File: config.mk
export PLATFORM = sky130hd
export DESIGN_NAME = hit_event_buffer
export DESIGN_NICKNAME = d
export VERILOG_FILES = /design/src/rtl/hit_event_buffer.sv
export SDC_FILE = /design/constraint.sdc
export NUM_CORES = 1
export LEC_CHECK = 0
export BUFFER_PORTS_ARGS = -buffer_cell sky130_fd_sc_hd__buf_2
export CORE_ASPECT_RATIO = 0.7
export CORE_MARGIN = 2
export CORE_UTILIZATION = 60
export CTS_BUF_LIST = sky130_fd_sc_hd__clkbuf_16
export CTS_CLUSTER_DIAMETER = 40
export DETAILED_ROUTE_END_ITERATION = 7
export GPL_ROUTABILITY_DRIVEN = 0
export PLACE_DENSITY_LB_ADDON = 0.05
export SYNTH_ARGS = -nofsm -noshare
export SYNTH_HDL_FRONTEND = slang
export SYNTH_SLANG_ARGS = --single-unit
File: constraint.sdc
create_clock -name sys_clk_pll -period 8.3 [get_ports sys_clk_pll]
set_input_delay 1.245 -clock sys_clk_pll [delete_from_list [all_inputs] [get_ports sys_clk_pll]]
set_output_delay 1.245 -clock sys_clk_pll [all_outputs]
set_load 0.005 [all_outputs]
File: src/rtl/hit_event_buffer.sv
// hit_event_buffer
// Collects asynchronous hits into a latch, declares an event when enough
// detector layers fire inside a time window, and stores {timestamp, hits} in a
// small FIFO. A mode-0 SPI slave port drains the FIFO one frame per chip
// select; a frame is popped only once every one of its bits has been shifted out.
module hit_event_buffer #(
    parameter int N_CH       = 24,
    parameter int GROUP      = 2,
    parameter int MIN_LAYERS = 12,
    parameter int WINDOW     = 64,
    parameter int DEAD_CYC   = 32,
    parameter int DEPTH      = 8,
    parameter int TS_W       = 16
) (
    input  logic                   sys_clk_pll,
    input  logic                   rst_n,
    input  logic [N_CH-1:0]        S,
    input  logic                   spi_cs,
    input  logic                   spi_clk,
    output logic                   spi_miso,
    output logic                   trigger,
    output logic [$clog2(DEPTH):0] fifo_count,
    output logic                   overflow
);

    localparam int L   = N_CH / GROUP;
    localparam int F   = 2 + TS_W + N_CH;
    localparam int EW  = TS_W + N_CH;
    localparam int AW  = $clog2(DEPTH);
    localparam int CW  = AW + 1;
    localparam int NLW = $clog2(L + 1);
    localparam int BW  = $clog2(F + 1);
    localparam int WW  = (WINDOW > 1) ? $clog2(WINDOW) : 1;
    localparam int DW  = (DEAD_CYC > 1) ? $clog2(DEAD_CYC) : 1;

    localparam logic [NLW-1:0] MIN_L     = NLW'(MIN_LAYERS);
    localparam logic [WW-1:0]  WIN_INIT  = WW'(WINDOW - 1);
    localparam logic [DW-1:0]  DEAD_INIT = DW'(DEAD_CYC - 1);
    localparam logic [CW-1:0]  FULL_CNT  = CW'(DEPTH);
    localparam logic [BW-1:0]  BIT_LAST  = BW'(F - 1);
    localparam logic [BW-1:0]  BIT_FULL  = BW'(F);

    typedef enum logic [1:0] {
        IDLE    = 2'd0,
        COLLECT = 2'd1,
        DEAD    = 2'd2
    } state_t;

    // Synchronizer stages and edge-detect history
    logic [N_CH-1:0] s_meta, s_sync;
    logic            cs_meta, cs_sync, cs_q;
    logic            sclk_meta, sclk_sync, sclk_q;

    // Timestamp, hit latch and FSM
    logic [TS_W-1:0] ts;
    logic [N_CH-1:0] h, h_next;
    logic [NLW-1:0]  nlayers;
    logic            coinc;
    state_t          state, state_next;
    logic [WW-1:0]   win_cnt, win_next;
    logic [DW-1:0]   dead_cnt, dead_next;
    logic            commit;

    // Pending commit (written into the FIFO one cycle after the decision)
    logic            push_pend;
    logic [EW-1:0]   push_data;

    // Event FIFO
    logic [EW-1:0]   mem [DEPTH];
    logic [AW-1:0]   wr_ptr, rd_ptr;
    logic [CW-1:0]   count;
    logic            push_ok, drop, pop;
    logic [EW-1:0]   head;

    // SPI side
    logic [F-1:0]    shreg;
    logic [BW-1:0]   bit_cnt;
    logic            frame_valid, frame_ovf;
    logic            cs_fall, cs_rise, sclk_fall;

    // Bring every asynchronous input into the sys_clk_pll domain.
    // NOTE: clocked state always uses non-blocking assignments so every flop
    // samples the pre-edge value of its neighbours, which is what a real
    // two-stage synchronizer chain needs.
    always_ff @(posedge sys_clk_pll or negedge rst_n) begin
        if (!rst_n) begin
            s_meta    <= '0;
            s_sync    <= '0;
            cs_meta   <= 1'b0;
            cs_sync   <= 1'b0;
            cs_q      <= 1'b0;
            sclk_meta <= 1'b0;
            sclk_sync <= 1'b0;
            sclk_q    <= 1'b0;
        end else begin
            s_meta    <= S;
            s_sync    <= s_meta;
            cs_meta   <= spi_cs;
            cs_sync   <= cs_meta;
            cs_q      <= cs_sync;
            sclk_meta <= spi_clk;
            sclk_sync <= sclk_meta;
            sclk_q    <= sclk_sync;
        end
    end

    // Free-running timestamp; wraps naturally at all-ones.
    always_ff @(posedge sys_clk_pll or negedge rst_n) begin
        if (!rst_n) ts <= '0;
        else        ts <= ts + 1'b1;
    end

    // Count layers with at least one latched hit.
    always_comb begin
        nlayers = '0;
        for (int k = 0; k < L; k++) begin
            nlayers = nlayers + NLW'(|h[k*GROUP +: GROUP]);
        end
        coinc = (nlayers >= MIN_L);
    end

    // Next-state logic: accumulate hits, commit on coincidence, reject noise.
    // NOTE: every output gets a default before the case so no path leaves a
    // signal unassigned, which would otherwise infer a latch.
    always_comb begin
        state_next = state;
        win_next   = win_cnt;
        dead_next  = dead_cnt;
        h_next     = h;
        commit     = 1'b0;
        case (state)
            IDLE: begin
                h_next = h | s_sync;
                if (|s_sync) begin
                    state_next = COLLECT;
                    win_next   = WIN_INIT;
                end
            end
            COLLECT: begin
                if (coinc) begin
                    commit     = 1'b1;
                    h_next     = '0;
                    dead_next  = DEAD_INIT;
                    state_next = DEAD;
                end else if (win_cnt == '0) begin
                    h_next     = '0;
                    state_next = IDLE;
                end else begin
                    h_next   = h | s_sync;
                    win_next = win_cnt - 1'b1;
                end
            end
            DEAD: begin
                h_next = '0;
                if (dead_cnt == '0) state_next = IDLE;
                else                dead_next  = dead_cnt - 1'b1;
            end
            default: begin
                h_next     = '0;
                state_next = IDLE;
            end
        endcase
    end

    // FSM registers plus the one-cycle commit staging register.
    always_ff @(posedge sys_clk_pll or negedge rst_n) begin
        if (!rst_n) begin
            state     <= IDLE;
            win_cnt   <= '0;
            dead_cnt  <= '0;
            h         <= '0;
            push_pend <= 1'b0;
            push_data <= '0;
        end else begin
            state     <= state_next;
            win_cnt   <= win_next;
            dead_cnt  <= dead_next;
            h         <= h_next;
            push_pend <= commit;
            if (commit) push_data <= {ts, h};
        end
    end

    // A commit that finds the FIFO full is dropped, even if a pop lands in
    // the same cycle; otherwise push and pop proceed together.
    assign drop    = push_pend && (count == FULL_CNT);
    assign push_ok = push_pend && !drop;
    assign head    = mem[rd_ptr];

    // FIFO storage.
    // NOTE: the data array has no reset; the pointers and count define which
    // entries are meaningful, so clearing the RAM would only cost area.
    always_ff @(posedge sys_clk_pll) begin
        if (push_ok) mem[wr_ptr] <= push_data;
    end

    // FIFO pointers and occupancy.
    always_ff @(posedge sys_clk_pll or negedge rst_n) begin
        if (!rst_n) begin
            wr_ptr <= '0;
            rd_ptr <= '0;
            count  <= '0;
        end else begin
            if (push_ok) wr_ptr <= wr_ptr + 1'b1;
            if (pop)     rd_ptr <= rd_ptr + 1'b1;
            case ({push_ok, pop})
                2'b10:   count <= count + 1'b1;
                2'b01:   count <= count - 1'b1;
                default: count <= count;
            endcase
        end
    end

    // Sticky overflow; cleared only once a frame reporting it has been read.
    always_ff @(posedge sys_clk_pll or negedge rst_n) begin
        if (!rst_n)                 overflow <= 1'b0;
        else if (drop)              overflow <= 1'b1;
        else if (pop && frame_ovf)  overflow <= 1'b0;
    end

    assign cs_fall   = cs_q && !cs_sync;
    assign cs_rise   = !cs_q && cs_sync;
    assign sclk_fall = sclk_q && !sclk_sync && !cs_sync;
    assign pop       = cs_rise && frame_valid && (bit_cnt >= BIT_LAST);

    // SPI shift register: load on CS fall, shift on each spi_clk fall.
    always_ff @(posedge sys_clk_pll or negedge rst_n) begin
        if (!rst_n) begin
            shreg       <= '0;
            bit_cnt     <= '0;
            frame_valid <= 1'b0;
            frame_ovf   <= 1'b0;
        end else if (cs_fall) begin
            bit_cnt <= '0;
            if (count != '0) begin
                shreg       <= {1'b1, overflow, head};
                frame_valid <= 1'b1;
                frame_ovf   <= overflow;
            end else begin
                shreg       <= '0;
                frame_valid <= 1'b0;
                frame_ovf   <= 1'b0;
            end
        end else if (sclk_fall) begin
            shreg <= {shreg[F-2:0], 1'b0};
            if (bit_cnt != BIT_FULL) bit_cnt <= bit_cnt + 1'b1;
        end
    end

    // Trigger follows the stored-event count with one cycle of latency.
    always_ff @(posedge sys_clk_pll or negedge rst_n) begin
        if (!rst_n) trigger <= 1'b0;
        else        trigger <= (count != '0);
    end

    assign spi_miso   = !cs_sync && shreg[F-1];
    assign fifo_count = count;

endmodule

==> impl_metrics.ini <==
[clocking]
cts_resized = 0
cts.repair_timing.setup_buffer_count = 0
cts_tree = done
insertion_delay_ns = 0.57
cts_num_sinks = 530
cts-root-buf = clkbuf_16
h-tree-depth = 2
ctsHoldBuffers = 0
cts_made_buffers = 50
clk_path_buf_depth = 3
path_clk_slew_ns = 0.06

[drt]
detail-route-antenna-nets = 0
dr.pass1.iters = 4
drc_errors = 0
wl_per_cell_um = 22.6
routed_wl_mm = 38.3
drt_iter0_drc = 780
dr_total_vias = 9933
vias_per_cell = 5.86

[floorplan]
initial_core_util = 0.606
dieArea_mm2 = 0.0352
fp.coreArea_mm2 = 0.0334
row_count = 56
ios = 35
die_x_um = 223
die_h_um = 158

[timing]
layout_min_cycle_time_ns = 4.73
hold_violations = 0
post-route-period-util = 0.569
slew_viol_final = 0
whs_ns = 0.335
rsz0062_at_grt = no
clock_skew_ns = 0.0298
slew_headroom = 0.263
finalSetupViolations = 0
worst_pin_slew_ns = 1.11
fin_setup_tns_ns = 0
max_freq_mhz = 212

[setup_path]
start_kind = register
end_kind = register
path_cells = or2_2 > fa_1 > fa_1 > inv_1 > fa_1 > fa_1 > inv_1 > ha_1 > a31oi_1 > o21ai_2 > nand2_2 > mux2_2
cp_data_arrival_time_ns = 5.16
ff2ff_path_depth = 12
crit_start = h[10]$_DFF_PN0_
slowest_stage = nand2_2
regToRegSetupSlack_ns = 3.57
r2r_end = push_data[3]$_DFFE_PN0P_
slowest_delay_ns = 0.77
critPathMaxFanout = 41
critPathMostFrequentCell = fa_1
crit_type = reg2reg
crit_required_ns = 8.73
reg2reg_from = h[10]$_DFF_PN0_

[global_route]
grt_pass1_wl_mm = 60.2
antenna_found_initial = 1
grt_remaining_overflow = 0
grt.total_usage = 0.229
grt_max_degree = 84
grt_pass1_vias = 10200

[power_and_ir_drop]
power.density_mw_per_mm2 = 364
p_leak_nw = 8.17
max-vdd-ir-drop_uv = 473

[synth]
netlist_top_cells_count = edfxtp_1, dfrtp_1, mux4_2
synthAdderAreaFrac = 0.0168
ys.flop_type = edfxtp_1
synthSimpleGateAreaFrac = 0.0447
yosysMostFrequentCell = edfxtp_1
muxShareOfSynthArea = 0.133
synth_xor_area_frac = 0.0113
synthArstFlopShare = 0.396
synth-seq-area-share = 0.735
synth.largest_area_cell = edfxtp_1
ys_warn_count = 0
synth-seq-cells = 530
synth_compound_area_frac = 0.0431
syn_inst = 1164
synth-edff-count = 320
synth_top_family_by_area = multiplexers
synth_cell_type_count = 51
synth_top_area_frac = 0.475
avgSynthCellArea_um2 = 17.4
synth_area_mm2 = 0.0202
syn-num-nets = 1215
synth_area_leaders = edfxtp_1, dfrtp_1, mux4_2

[cells_and_area]
final_nets = 1269
post-route-cell-area_mm2 = 0.0225
antenna_cells = 0
n_fill_cell = 2238
fin_util = 0.676
drive_gt1_frac = 0.213
areaGrowthSynthToFinish_pct = 11.5

[hold_path]
hold_path_end = s_sync[17]$_DFF_PN0_
hp-class = reg2reg
hold_path_depth = 0
min_from = s_meta[17]$_DFF_PN0_

[flow_run]
drv_cap = 0

[placed_design]
hpwlAfterDp_mm = 20.8
io_buffers = 34
placed_area_mm2 = 0.0209

[status]
outcome = complete, no violations
worst max-delay path: cells and delay by family, from the launching register on:
kind | cells | cell delay (ns)
AOI/OAI and AO/OA | 2 | 0.43
adders and majority gates | 5 | 2.14
buffers and inverters | 2 | 0.12
DFF | 1 | 0.39
muxes | 1 | 0.42
and+or+nand+nor | 2 | 1.08
report_power, final:
| group | total, mW | internal [mW] | switching [mW] |
|---|---|---|---|
| logic | 2.24 | 1.06 | 1.18 |
| registers | 3.77 | 3.39 | 0.375 |
| clock network | 2.20 | 1.27 | 0.933 |
cell type report:
type                            instances  area, µm²  area share
Sequential cell                       530      14900       0.660
Multi-Input combinational cell        558       5110       0.227
Clock buffer                           53       1330      0.0588
Tap cell                              435        544      0.0241
Timing Repair Buffer                   51        308      0.0137
Clock inverter                         40        275      0.0122
Inverter                               27        101     0.00450
registers in the layout (all words and copies together) (netlist names), 2 cells and up:
| signal | flops |
|---|---|
| mem | 320 |
| shreg | 42 |
| push_data | 40 |
| h | 24 |
| s_meta | 24 |
| s_sync | 24 |
| ts | 16 |
| bit_cnt | 6 |
| win_cnt | 6 |
| dead_cnt | 5 |
| fifo_count | 4 |
| rd_ptr | 3 |
| wr_ptr | 3 |
| state | 2 |
worst max-delay path by stage:
stage | to | slack (ns)
final | push_data[3]$_DFFE_PN0P_ | 3.57
after global routing | push_data[3]$_DFFE_PN0P_ | 3.26
after CTS | push_data[3]$_DFFE_PN0P_ | 3.54
after detailed placement | push_data[1]$_DFFE_PN0P_ | 3.55
after global placement | push_data[29]$_DFFE_PN0P_ | 3.60
after floorplan | mem[0][0]$_DFFE_PP_ | 4.19
layer usage:
layer | wire, µm | vias up | part of all wire | global-route usage
met5 | 0 | - | 0 | 0
met4 | 669 | 0 | 0.017 | 0.0600
met3 | 2140 | 58 | 0.056 | 0.0388
met2 | 16800 | 231 | 0.44 | 0.333
met1 | 18700 | 5156 | 0.49 | 0.367
li1 | - | 4488 | - | -
logic make-up (layout without fill, tap and decap cells):
| kind of cell | count (synthesis) | in the layout |
|---|---|---|
| xor+xnor | 26 | 26 |
| simple gates | 199 | 199 |
| compound gates | 146 | 146 |
| mux | 164 | 164 |
| fa+ha+maj | 23 | 23 |
| flops | 530 | 530 |
| buf+inv | 76 | 171 |
per-stage QoR:
step           setup slack (ns)  cells  power [mW]
2_1_floorplan              4.19   1164        5.48
3_3_place_gp               3.60   1601        5.97
3_5_place_dp               3.55   1601        6.07
4_1_cts                    3.54   1694        8.29
5_1_grt                    3.26   1694        8.72
6_report                   3.57   1694        8.21
layout by cell type, fill, tap and decap left out, drive strengths merged, types with 2 or more instances in the layout:
cell,synthesis,routed
nor4,7,7
mux2,43,43
nand2b,8,8
or3b,2,2
a22o,2,2
and2,2,2
nor3,7,7
o21bai,2,2
and3,3,3
or2,5,5
nand4,7,7
a31oi,2,2
buf,23,51
bufinv,0,4
mux4,80,80
nand2,71,71
xor2,9,9
or4,2,2
inv,27,46
mux2i,41,41
dfrtp,210,210
ha,16,16
clkbuf,26,53
o21a,28,28
nor2,68,68
nor2b,5,5
o21ai,52,52
a2bb2oi,3,3
o31ai,4,4
xnor2,17,17
a21oi,45,45
clkinv,0,17
fa,7,7
nand3,8,8
edfxtp,320,320
(Power assumes the default switching activity.)
